## src/rtl/add_pkg.sv

```systemverilog
// add_pkg: shared widths and FSM states for the split-carry adder/accumulator family
package add_pkg;
  localparam int WIDTH = 15;
  localparam int WIDTH1 = 7;
  localparam int GUARD = 4;
  localparam int ACC_W = WIDTH + GUARD;
  localparam int WIDTH2 = ACC_W - WIDTH1;
  typedef enum logic [1:0] {IDLE, ACC, FLUSH, DONE} state_t;
endpackage

```

## src/rtl/acc_stream_1p_if.sv

```systemverilog
// acc_stream_1p_if: sample input and result output handshakes of acc_stream_1p
interface acc_stream_1p_if;
  import add_pkg::*;
  logic in_valid, in_ready, out_valid, out_ready;
  logic [WIDTH-1:0] in_data;
  logic [ACC_W-1:0] out_data;
  modport master (output in_valid, in_data, out_ready, input in_ready, out_valid, out_data);
  modport slave (input in_valid, in_data, out_ready, output in_ready, out_valid, out_data);
endinterface

```

## src/rtl/acc_stream_1p_split.sv

```systemverilog
// acc_split_stage: registered LSB add with carry, MSB add one cycle later
module acc_split_stage import add_pkg::*; (
  input  logic             clk,
  input  logic             rst_n,
  input  logic             clr,
  input  logic             en,
  input  logic [WIDTH-1:0] din,
  output logic [ACC_W-1:0] sum,
  output logic             cout
);
  logic [WIDTH1-1:0] lsb_acc;
  logic [WIDTH2-1:0] msb_acc, msb_d;
  logic c_q, msb_v;
  logic [WIDTH1:0] lsb_sum;
  logic [WIDTH2:0] msb_sum;
  assign lsb_sum = {1'b0, lsb_acc} + {1'b0, din[WIDTH1-1:0]};
  assign msb_sum = {1'b0, msb_acc} + {1'b0, msb_d} + {{WIDTH2{1'b0}}, c_q};
  assign sum = {msb_acc, lsb_acc};
  assign cout = msb_v & msb_sum[WIDTH2];
  always_ff @(posedge clk) begin
    if (!rst_n || clr) begin
      lsb_acc <= '0;
      msb_acc <= '0;
      msb_d <= '0;
      c_q <= 1'b0;
      msb_v <= 1'b0;
    end else begin
      if (en) begin
        {c_q, lsb_acc} <= lsb_sum;
        msb_d <= {{GUARD{1'b0}}, din[WIDTH-1:WIDTH1]};
        msb_v <= 1'b1;
      end else begin
        c_q <= 1'b0;
        msb_v <= 1'b0;
      end
      if (msb_v) msb_acc <= msb_sum[WIDTH2-1:0];
    end
  end
endmodule

```

## src/rtl/acc_stream_1p.sv

```systemverilog
// acc_stream_1p: accumulates blk_len samples into a 19-bit total; ACC_STREAM_OVF_EN adds sticky ovf
module acc_stream_1p import add_pkg::*; (
  input  logic       clk,
  input  logic       rst_n,
  input  logic       start,
  input  logic [7:0] blk_len,
  acc_stream_1p_if.slave s,
`ifdef ACC_STREAM_OVF_EN
  output logic       ovf,
`endif
  output logic       busy
);
  state_t state, state_nx;
  logic [7:0] cnt;
  logic acc_en, clr, cout;
  logic [ACC_W-1:0] sum;
  acc_split_stage u_split (
    .clk(clk), .rst_n(rst_n), .clr(clr), .en(acc_en),
    .din(s.in_data), .sum(sum), .cout(cout)
  );
  assign acc_en = (state == ACC) && s.in_valid;
  assign clr = (state == IDLE) && start;
  assign s.in_ready = state == ACC;
  assign s.out_valid = state == DONE;
  assign s.out_data = sum;
  assign busy = state != IDLE;
  always_comb begin
    state_nx = state;
    case (state)
      IDLE:  state_nx = start ? ((blk_len == 8'd0) ? DONE : ACC) : IDLE;
      ACC:   state_nx = (acc_en && cnt == 8'd1) ? FLUSH : ACC;
      FLUSH: state_nx = DONE;
      DONE:  state_nx = s.out_ready ? IDLE : DONE;
      default: state_nx = IDLE;
    endcase
  end
  always_ff @(posedge clk) begin
    if (!rst_n) begin
      state <= IDLE;
      cnt <= 8'd0;
    end else begin
      state <= state_nx;
      cnt <= clr ? blk_len : acc_en ? cnt - 8'd1 : cnt;
    end
  end
`ifdef ACC_STREAM_OVF_EN
  always_ff @(posedge clk) begin
    if (!rst_n || clr) ovf <= 1'b0;
    else if (cout) ovf <= 1'b1;
  end
`else
  logic unused_cout;
  assign unused_cout = cout;
`endif
endmodule
```

## src/flat_wrapper.sv

```systemverilog
// flat-port wrapper written by rule: the top's interface ports become plain ports
module acc_stream_1p_flat import add_pkg::*;
  (clk, rst_n, start, blk_len, busy, s_in_valid, s_in_data, s_out_ready, s_in_ready, s_out_valid, s_out_data);
  acc_stream_1p_if s_i ();
  input  logic clk;
  input  logic rst_n;
  input  logic start;
  input  logic [7:0] blk_len;
  output logic busy;
  input wire logic [$bits(s_i.in_valid)-1:0] s_in_valid;
  input wire logic [$bits(s_i.in_data)-1:0] s_in_data;
  input wire logic [$bits(s_i.out_ready)-1:0] s_out_ready;
  output wire logic [$bits(s_i.in_ready)-1:0] s_in_ready;
  output wire logic [$bits(s_i.out_valid)-1:0] s_out_valid;
  output wire logic [$bits(s_i.out_data)-1:0] s_out_data;
  assign s_i.in_valid = s_in_valid;
  assign s_i.in_data = s_in_data;
  assign s_i.out_ready = s_out_ready;
  assign s_in_ready = s_i.in_ready;
  assign s_out_valid = s_i.out_valid;
  assign s_out_data = s_i.out_data;
  acc_stream_1p u_core (.clk(clk), .rst_n(rst_n), .start(start), .blk_len(blk_len), .s(s_i), .busy(busy));
endmodule
```

## config.mk

```make
export PLATFORM = sky130hd
export DESIGN_NAME = acc_stream_1p_flat
export DESIGN_NICKNAME = d
export VERILOG_FILES = /design/src/rtl/add_pkg.sv /design/src/rtl/acc_stream_1p_if.sv /design/src/rtl/acc_stream_1p_split.sv /design/src/rtl/acc_stream_1p.sv /design/src/flat_wrapper.sv
export SDC_FILE = /design/constraint.sdc
export NUM_CORES = 1
export LEC_CHECK = 0
export CAP_MARGIN = 10
export CORE_AREA = 4 4 70 72
export DETAILED_ROUTE_END_ITERATION = 7
export DIE_AREA = 0 0 74 76
export HOLD_SLACK_MARGIN = 0.08
export PLACE_DENSITY = 0.8
export SYNTH_ARGS = -nofsm -noshare
export SYNTH_HDL_FRONTEND = slang
export SYNTH_SLANG_ARGS = --single-unit
```

## constraint.sdc

```tcl
create_clock -name clk -period 6.1 [get_ports clk]
set_input_delay 1.22 -clock clk [delete_from_list [all_inputs] [get_ports clk]]
set_output_delay 1.22 -clock clk [all_outputs]
set_load 0.005 [all_outputs]
```

==> out/qor.csv, run 1 <==
stage,metric,value,unit
global_routing,GRT Overall Usage,20.4,%
die,DIE AREA,0.00562,sq mm
finish,fin nets,360,
global_routing,initial antenna violation count,0,
routing,average vias per placed instance,5.65,
timing,min Tclk post-route,3220,ps
global_routing,first-pass GRT wire length,9.23,mm
critical_path,crit-path leading delay family,simple AND/OR/NAND/NOR gates,
routing,Antenna Nets Post-Route,0,
timing,max frequency,0.311,GHz
timing,Worst-Margin Slew,1040,ps
die,Die Wd,74,um
critical_path,crit path cell chain,clkdlybuf4s50_1 -> nand3b_1 -> or4_4 -> a2bb2oi_2 -> a21boi_2,
critical_path,worst path bufs/invs,1,
routing,wire per inst,14.8,um
synth,"EDFF count, synth",0,
place,placed cells,358,
power,Leak,1.10,nW
critical_path,endpoint class of the critical path,flop,
clocking,Post-CTS Resized,0,
place,GPL Wtd Cong,0.886,
finish,"Core Util, Final",67.2,%
die,Die Height,76,um
clocking,post-CTS setup buffers,0,
synth,post-synthesis sequential area ratio,35.0,%
critical_path,"Max FO, Critical Path",27,
clocking,H-tree lvl count,2,
critical_path,Worst setup SP type,input port,
synth,syn nets,313,
clocking,Post-CTS Hold Buffers,0,
synth,"Cell Area, Synth",0.00223,sq mm
clocking,CTS max path bufs,2,
hold_path,Hold Crit Class,flop to flop,
finish,Filler cells,363,
synth,largest family of logic cells by synthesized area,simple AND/OR/NAND/NOR gates,
place,port bufs,49,
timing,Final Setup Violations,0,
power,PD cells,219,mW/mm^2
timing,fin. max-slew vios,0,
synth,Yosys reg bits,39,
synth,post-synthesis compound-gate area fraction,20.4,%
routing,via count,2068,
finish,register area,781,sq um
synth,Synth Area per Inst,8.39,sq um
run,max_cap viols,0,
routing,DRC,0,
critical_path,Worst Setup Path Type,input port to flop,
clocking,clk_lat worst skew,300,ps
synth,adder-cell area share of the yosys netlist,11.7,%
global_routing,largest net degree at the start of global routing,28,
synth,post-synthesis cell type count,49,
synth,multiplexer share of the synthesized area,1.79,%
timing,Final Hold Fails,0,
critical_path,slowest CP cell,or4_4,
clocking,CTS clock-pin slew for the worst setup and hold paths,80,ps
synth,"Primary FF master, synth",dfxtp_1,
synth,warnings from Yosys,0,
place,Post-DP HPWL,3.83,mm
synth,async set-reset flop share out of synthesis,0,%
finish,ANT cells,0,
finish,share of layout cells above drive strength 1,3.50,%
clocking,CTS buffer count,5,
clocking,Sink Count,39,
power,Max VDD drop,0.127,mV
finish,area grow syn2layout,29.3,%
synth,Syn Inst Count,266,
timing,skew final,11.1,ps
die,io pins,50,
routing,Routed WL,5.42,mm
synth,xor-xnor portion of the synthesized cell area,3.14,%
finish,area of the multi-input gates,0.00139,sq mm
critical_path,Slowest Stage Delay on Critical Path,800,ps
global_routing,vias in the first global route,2081,
critical_path,worst path required time,6340,ps
timing,Rel. slew slack,30.1,%
routing,Initial DRT Pass Iterations,4,
die,Starting Density,52.0,%
timing,RSZ-0062 raised after global routing,false,
synth,simple logic cell fraction of the synthesized area,25.2,%
timing,setup_tns,0,ps
finish,final std cells w/o fill,366,
timing,"Period Utilization, post-route",52.8,%
die,Core ar.,0.00429,sq mm
status,outcome,finished clean,
clocking,CTS tree,done,
global_routing,GRT overflow,0,
clocking,Clock Root Buffer,clkbuf_8,
die,Placement Rows,24,
routing,First DRT Iteration DRCs,77,
critical_path,WP data arrival,3460,ps
per-stage QoR:
| stage | setup WS, ps | power, mW | hold slack (ps) | area [sq um] |
|---|---|---|---|---|
| 2_1_floorplan | 3560 | 0.337 | 440 | 2230 |
| 3_3_place_gp | 2620 | 0.374 | 448 | 2750 |
| 3_5_place_dp | 2590 | 0.377 | 454 | 2750 |
| 4_1_cts | 2900 | 0.635 | 466 | 2890 |
| 5_1_grt | 2730 | 0.658 | 497 | 2890 |
| 6_report | 2880 | 0.632 | 468 | 2890 |
worst min-delay path, delay by kind of cell (launching register included):
family	cells	cell delay (ps)
and+or+nand+nor	1	50
AOI/OAI and AO/OA	1	50
DFF	1	320
synth_stat cells (4+ instances only):
cell | n | area [sq um]
nor2b_1 | 7 | 43.8
nor4_1 | 5 | 31.3
nand2_1 | 37 | 139
nor2_1 | 20 | 75.1
mux2i_1 | 4 | 40.0
nand3b_1 | 6 | 45.0
o21ai_0 | 11 | 55.1
a21o_1 | 5 | 37.5
a21oi_1 | 24 | 120
ha_1 | 16 | 200
xor2_1 | 5 | 43.8
inv_1 | 8 | 30.0
o21ai_1 | 4 | 20.0
dfxtp_1 | 39 | 781
o211ai_1 | 5 | 37.5
nand3_1 | 6 | 30.0
nand2b_1 | 4 | 25.0
and2_1 | 6 | 37.5
clkbuf_1 | 8 | 30.0
layer usage:
layer	wire [um]	GRT usage [%]	share of wire [%]
met5	0	0	0
met4	63	6.34	1.2
met3	271	4.88	5.0
met2	2770	34.2	51
met1	2310	25.2	43
area by class of cell:
| type | instances | share of cell area, % |
|---|---|---|
| Multi-Input combinational cell | 210 | 48.1 |
| Sequential cell | 39 | 27.0 |
| Timing Repair Buffer | 49 | 17.0 |
| Clock buffer | 6 | 2.51 |
| Tap cell | 52 | 2.25 |
| Clock inverter | 2 | 2.08 |
| Inverter | 8 | 1.04 |
power by group:
| part | internal [mW] | total, mW | switching, mW |
|---|---|---|---|
| combinational | 0.0495 | 0.0976 | 0.0482 |
| clock | 0.164 | 0.258 | 0.0946 |
| sequential | 0.264 | 0.276 | 0.0117 |
| total | 0.477 | 0.632 | 0.154 |
path summary, 6_finish.rpt:
path | start | endpoint | slack, ps | depth (start not counted)
max reg2reg | u_core.state[0] | u_core.cnt[7] | 3790 | 4
min | u_core.u_split.msb_d[6] | u_core.u_split.msb_d[6] | 470 | 2
min reg2reg | u_core.u_split.msb_d[6] | u_core.u_split.msb_d[6] | 470 | 2
max | s_in_valid | u_core.cnt[7] | 2880 | 5
state kept, by name, indices dropped and copies added (netlist names):
| signal | flops |
|---|---|
| u_core.state | 2 |
| u_core.u_split.msb_d | 8 |
| u_core.cnt | 8 |
| u_core.u_split.c_q | 1 |
| u_core.u_split.lsb_acc | 7 |
| u_core.u_split.msb_acc | 12 |
| u_core.u_split.msb_v | 1 |
cells by family (layout without fill, tap and decap cells):
logic type	Yosys count	count (layout)
AO/OA/AOI/OAI	70	70
XOR/XNOR	8	8
adder cells (fa/ha/maj)	19	19
buffers and inverters	17	65
flip-flops	39	39
multiplexers	4	4
AND/OR/NAND/NOR	109	109
cells in the final DEF (no fill, tap or decap), types with 2 or more instances in the layout:
| cell type | n |
|---|---|
| nor2b_1 | 7 |
| bufinv_16 | 2 |
| o21ai_0 | 11 |
| and2_1 | 6 |
| clkbuf_8 | 5 |
| nor3_1 | 3 |
| o211ai_1 | 5 |
| nand2_1 | 37 |
| a21o_1 | 5 |
| nor2_1 | 20 |
| a222oi_1 | 2 |
| o21a_1 | 2 |
| nand4_1 | 3 |
| xor2_1 | 5 |
| xnor2_1 | 3 |
| or3_1 | 2 |
| clkdlybuf4s50_1 | 49 |
| a21oi_1 | 24 |
| inv_1 | 8 |
| o21ai_1 | 4 |
| nand2b_1 | 4 |
| a211oi_1 | 3 |
| nand3_1 | 6 |
| nand3b_1 | 6 |
| mux2i_1 | 4 |
| or2_1 | 2 |
| a221oi_1 | 3 |
| nor4_1 | 5 |
| dfxtp_1 | 39 |
| fa_1 | 3 |
| ha_1 | 16 |
Power figures use the tool's default switching activity.
==> run 2, diff against run 1 <==
CORE_AREA = 4 4 72 74   (was 4 4 70 72)
DIE_AREA = 0 0 76 78   (was 0 0 74 76)
PLACE_DENSITY = 0.76   (was 0.8)
clock period = 3.05 ns   (was 6.1 ns; I/O delays follow)
==> out/qor.csv, run 2 (synthesis gave the netlist of run 1 again) <==
stage,metric,value,unit
status,outcome,finished clean,
clocking,Post-CTS Resized,0,
clocking,CTS clock-pin slew for the worst setup and hold paths,80,ps
die,Placement Rows,25,
critical_path,Critical R2R Launch,u_core.u_split.msb_acc[0],
critical_path,origin of the worst setup path,u_core.u_split.msb_acc[0],
global_routing,vias in the first global route,2064,
power,Max VDD drop,0.280,mV
finish,ANT cells,0,
timing,skew final,3.90,ps
finish,Biggest register,u_core.u_split.msb_acc,
timing,max frequency,0.452,GHz
power,PD cells,407,mW/mm^2
die,Die Height,78,um
finish,"most common cell after layout, fill and taps aside",clkdlybuf4s50_1,
timing,Worst-Margin Slew,538,ps
routing,Antenna Nets Post-Route,0,
place,placed cells,365,
hold_path,HP Start,u_core.u_split.msb_d[2],
clocking,Sink Count,39,
critical_path,Worst Setup Path Type,flop to flop,
clocking,post-CTS setup buffers,0,
place,Post-DP HPWL,3.86,mm
timing,Final Hold Fails,0,
global_routing,initial antenna violation count,0,
global_routing,first-pass GRT wire length,9.08,mm
timing,setup_tns,0,ps
timing,"Period Utilization, post-route",72.5,%
clocking,CTS max path bufs,2,
timing,min Tclk post-route,2210,ps
critical_path,Worst setup SP type,flop,
finish,final std cells w/o fill,373,
die,Core ar.,0.00460,sq mm
die,Starting Density,48.5,%
timing,Final Worst Setup Slack,837,ps
place,port bufs,49,
finish,largest registers,"u_core.u_split.msb_acc: 12 flops, u_core.cnt: 8 flops, u_core.u_split.msb_d: 8 flops",
power,Leak,1.12,nW
timing,Rel. slew slack,64.1,%
routing,DRC,0,
critical_path,"Max FO, Critical Path",3,
clocking,Clock Root Buffer,clkbuf_8,
routing,Routed WL,5.13,mm
global_routing,GRT overflow,0,
clocking,CTS tree,done,
die,io pins,50,
finish,share of layout cells above drive strength 1,5.33,%
power,total power,1.18,mW
die,DIE AREA,0.00593,sq mm
global_routing,GRT Overall Usage,18.3,%
run,max_cap viols,0,
die,Die Wd,76,um
timing,hold slack,463,ps
place,GPL Wtd Cong,0.847,
clocking,Post-CTS Hold Buffers,0,
clocking,CTS buffer count,5,
finish,"commonest non-fill, non-tap cells in the layout","49 x clkdlybuf4s50_1, 39 x dfxtp_1, 37 x nand2_1",
clocking,H-tree lvl count,2,
critical_path,endpoint class of the critical path,flop,
timing,Final Setup Violations,0,
finish,max reg flops,12,
timing,fin. max-slew vios,0,
place,dpl ws,586,ps
timing,RSZ-0062 raised after global routing,false,
routing,via count,2063,
clocking,clk_lat worst skew,290,ps
critical_path,WP data arrival,2440,ps
hold_path,Hold Crit Class,flop to flop,
finish,area grow syn2layout,30.2,%
routing,First DRT Iteration DRCs,101,
routing,Initial DRT Pass Iterations,4,
routing,wire per inst,13.7,um
finish,fin nets,365,
critical_path,worst path required time,3280,ps
global_routing,largest net degree at the start of global routing,18,
routing,average vias per placed instance,5.53,
-- run 2: cell types whose count changed in the layout (fill, tap and decap cells not counted), sizes merged --
cell / delta
buf: +5
clkinv: +2
clkbuf: -1
bufinv: -1
-- run 2: cell type report --
| cell class | count | area, sq um |
|---|---|---|
| Tap cell | 54 | 67.6 |
| Clock inverter | 3 | 43.8 |
| Fill cell | 410 | 1690 |
| Timing Repair Buffer | 54 | 528 |
| Multi-Input combinational cell | 210 | 1390 |
| Sequential cell | 39 | 781 |
| Clock buffer | 5 | 68.8 |
| Inverter | 8 | 30.0 |
-- run 2: worst max-delay path, cell delays in order (launching register included) --
cell      delay, ps
dfxtp_1         390
fa_1            240
inv_1            70
fa_1            390
nand2b_1        180
a21oi_1         180
o311ai_1        200
or3_1           370
a21oi_1         130
-- run 2: worst paths after layout --
| path | depth (start not counted) | endpoint | slack [ps] |
|---|---|---|---|
| max | 8 | u_core.u_split.msb_acc[10] | 840 |
| min | 2 | u_core.u_split.msb_d[2] | 460 |
| max reg2reg | 8 | u_core.u_split.msb_acc[10] | 840 |
| min reg2reg | 2 | u_core.u_split.msb_d[2] | 460 |
-- run 2: routing by layer --
layer / vias to the layer above / global-route usage (%) / share of wire [%]
li1: 1072 / - / -
met1: 921 / 23.5 / 47
met2: 58 / 29.5 / 45
met3: 12 / 4.41 / 5.4
met4: 0 / 7.30 / 2.1
met5: - / 0 / 0
-- run 2: report_power, final --
part           internal [mW]  switching (mW)  leakage [nW]
Sequential             0.528          0.0222         0.317
Clock                  0.244           0.191        0.0581
Combinational          0.104          0.0936         0.745
-- run 2: through the flow --
| step | utilization, % | area (sq um) |
|---|---|---|
| final | 63.2 | 2910 |
| after global routing | 63.2 | 2910 |
| after CTS | 63.2 | 2910 |
| after detailed placement | 60.8 | 2790 |
| after global placement | 60.8 | 2790 |
| after floorplan | - | 2230 |
==> edit, RTL diff (settings of run 2) <==
The package constant `GUARD` goes from 4 to 2.
--- a/src/rtl/add_pkg.sv
+++ b/src/rtl/add_pkg.sv
@@ -2,7 +2,7 @@
 package add_pkg;
   localparam int WIDTH = 15;
   localparam int WIDTH1 = 7;
-  localparam int GUARD = 4;
+  localparam int GUARD = 2;
   localparam int ACC_W = WIDTH + GUARD;
   localparam int WIDTH2 = ACC_W - WIDTH1;
   typedef enum logic [1:0] {IDLE, ACC, FLUSH, DONE} state_t;
Ports: changed (resized s_out_data); port bits go from 50 to 48. No check against the original RTL was run, so the function may have changed too.
==> edit against run 2 <==
- non-clock buffer count is 2 lower
- total power shrank 2.0%
- worst setup slack got worse by 54 ps
- final area is 3.7% lower
- sequential cell count fell by 2
- critical path depth is the same
- clock skew up 3.2 ps
- area after synthesis fell by 3.4%
- first-iteration DRC count rose by 5.9%
- die area is the same
- wire length up 1.3%
- via count down 1.7%
- critical endpoint is now u_core.u_split.msb_acc[8]
==> edit: results (changes against run 2) <==
Synth
  – Adder-Cell Fraction of Synth Area: 12.1% (+0.41 points)
  – Synth cell count leaders: nand2_1, dfxtp_1, a21oi_1, nor2_1, ha_1
  – Post-synthesis mux area share: 1.86% (+0.064 points)
  – Post-Synth XOR/XNOR Area: 1.63% (-1.5 points)
  – Compound-Gate Fraction of Synth Area: 21.9% (+1.5 points)
  – Synth area leaders: dfxtp_1, ha_1, nand2_1
  – Syn nets: 303 (-3.2%)
  – Syn_area_per_cell: 8.42 µm² (+0.35%)
  – Sequential share of the synthesized area: 34.4% (-0.62 points)

Power
  – Leakage power: 1.08 nW (-3.7%)

Placement
  – DP Worst Slack: 580 ps (-6.52 ps)
  – Port Buffers: 47 (-4.1%)
  – Placed insts: 353 (-3.3%)
  – RD Place Congestion: 0.781 (-7.8%)
  – DP HPWL: 3.85 mm (-0.20%)

Worst setup path
  – Highest-delay cell along the critical path: fa_1
  – Largest stage delay on the critical path: 470 ps (+80 ps)

Route
  – First DRT Iteration DRCs: 107 (+5.9%)
  – Drt pass-1 iters: 5 (+1)
  – Routed wire length: 5.19 mm (+1.3%)
  – DR WL met2: 2.69 mm (+16%)

GRT
  – Vias in the first global route: 1,959 (-5.1%)
  – Global-route wire length before repair: 8.74 mm (-3.7%)
  – GRT met1 Usage: 20.5% (-3.0 points)
  – Largest net degree at the start of global routing: 16 (-2)

Cells and area
  – Share of cells above drive strength 1: 4.89% (-0.44 points)
  – Regs by FF count: u_core.u_split.msb_acc x10, u_core.cnt x8, u_core.u_split.msb_d x8
  – Non-filler cells, final: 361 (-3.2%)

Outcome
  – Status: complete, no violations

Clock network
  – CTS H-Tree Depth: 2 (unchanged)

STA
  – Post-Route Skew: 7.11 ps (+3.22 ps)
  – Headroom to the max-slew limit: 61.9% (-2.1 points)

Hold path
  – Hold Path Origin: u_core.u_split.msb_d[4]
edit: kinds of logic after synthesis:
family / count (synthesis)
compound gates: 69
xor+xnor: 4
fa+ha+maj: 19
buf+inv: 19
flops: 37
mux: 4
simple gates: 104
edit: power by group:
part	internal [mW]	total, mW	switching, mW
logic	0.0986	0.192	0.0936
registers	0.502	0.525	0.0220
clock network	0.267	0.441	0.175
total	0.868	1.16	0.290
edit: area by class of cell:
type | instances | area, µm²
Fill cell | 434 | 1800
Sequential cell | 37 | 741
Inverter | 10 | 37.5
Clock buffer | 7 | 86.3
Tap cell | 54 | 67.6
Multi-Input combinational cell | 200 | 1330
Clock inverter | 1 | 30.0
Timing Repair Buffer | 52 | 508
edit: worst paths after layout:
check | cells past startpoint | end | slack, ps
hold reg to reg | 2 | u_core.u_split.msb_d[4] | 470
setup / recovery | 8 | u_core.u_split.msb_acc[8] | 780
hold / removal | 2 | u_core.u_split.msb_d[4] | 470
setup reg to reg | 8 | u_core.u_split.msb_acc[8] | 780
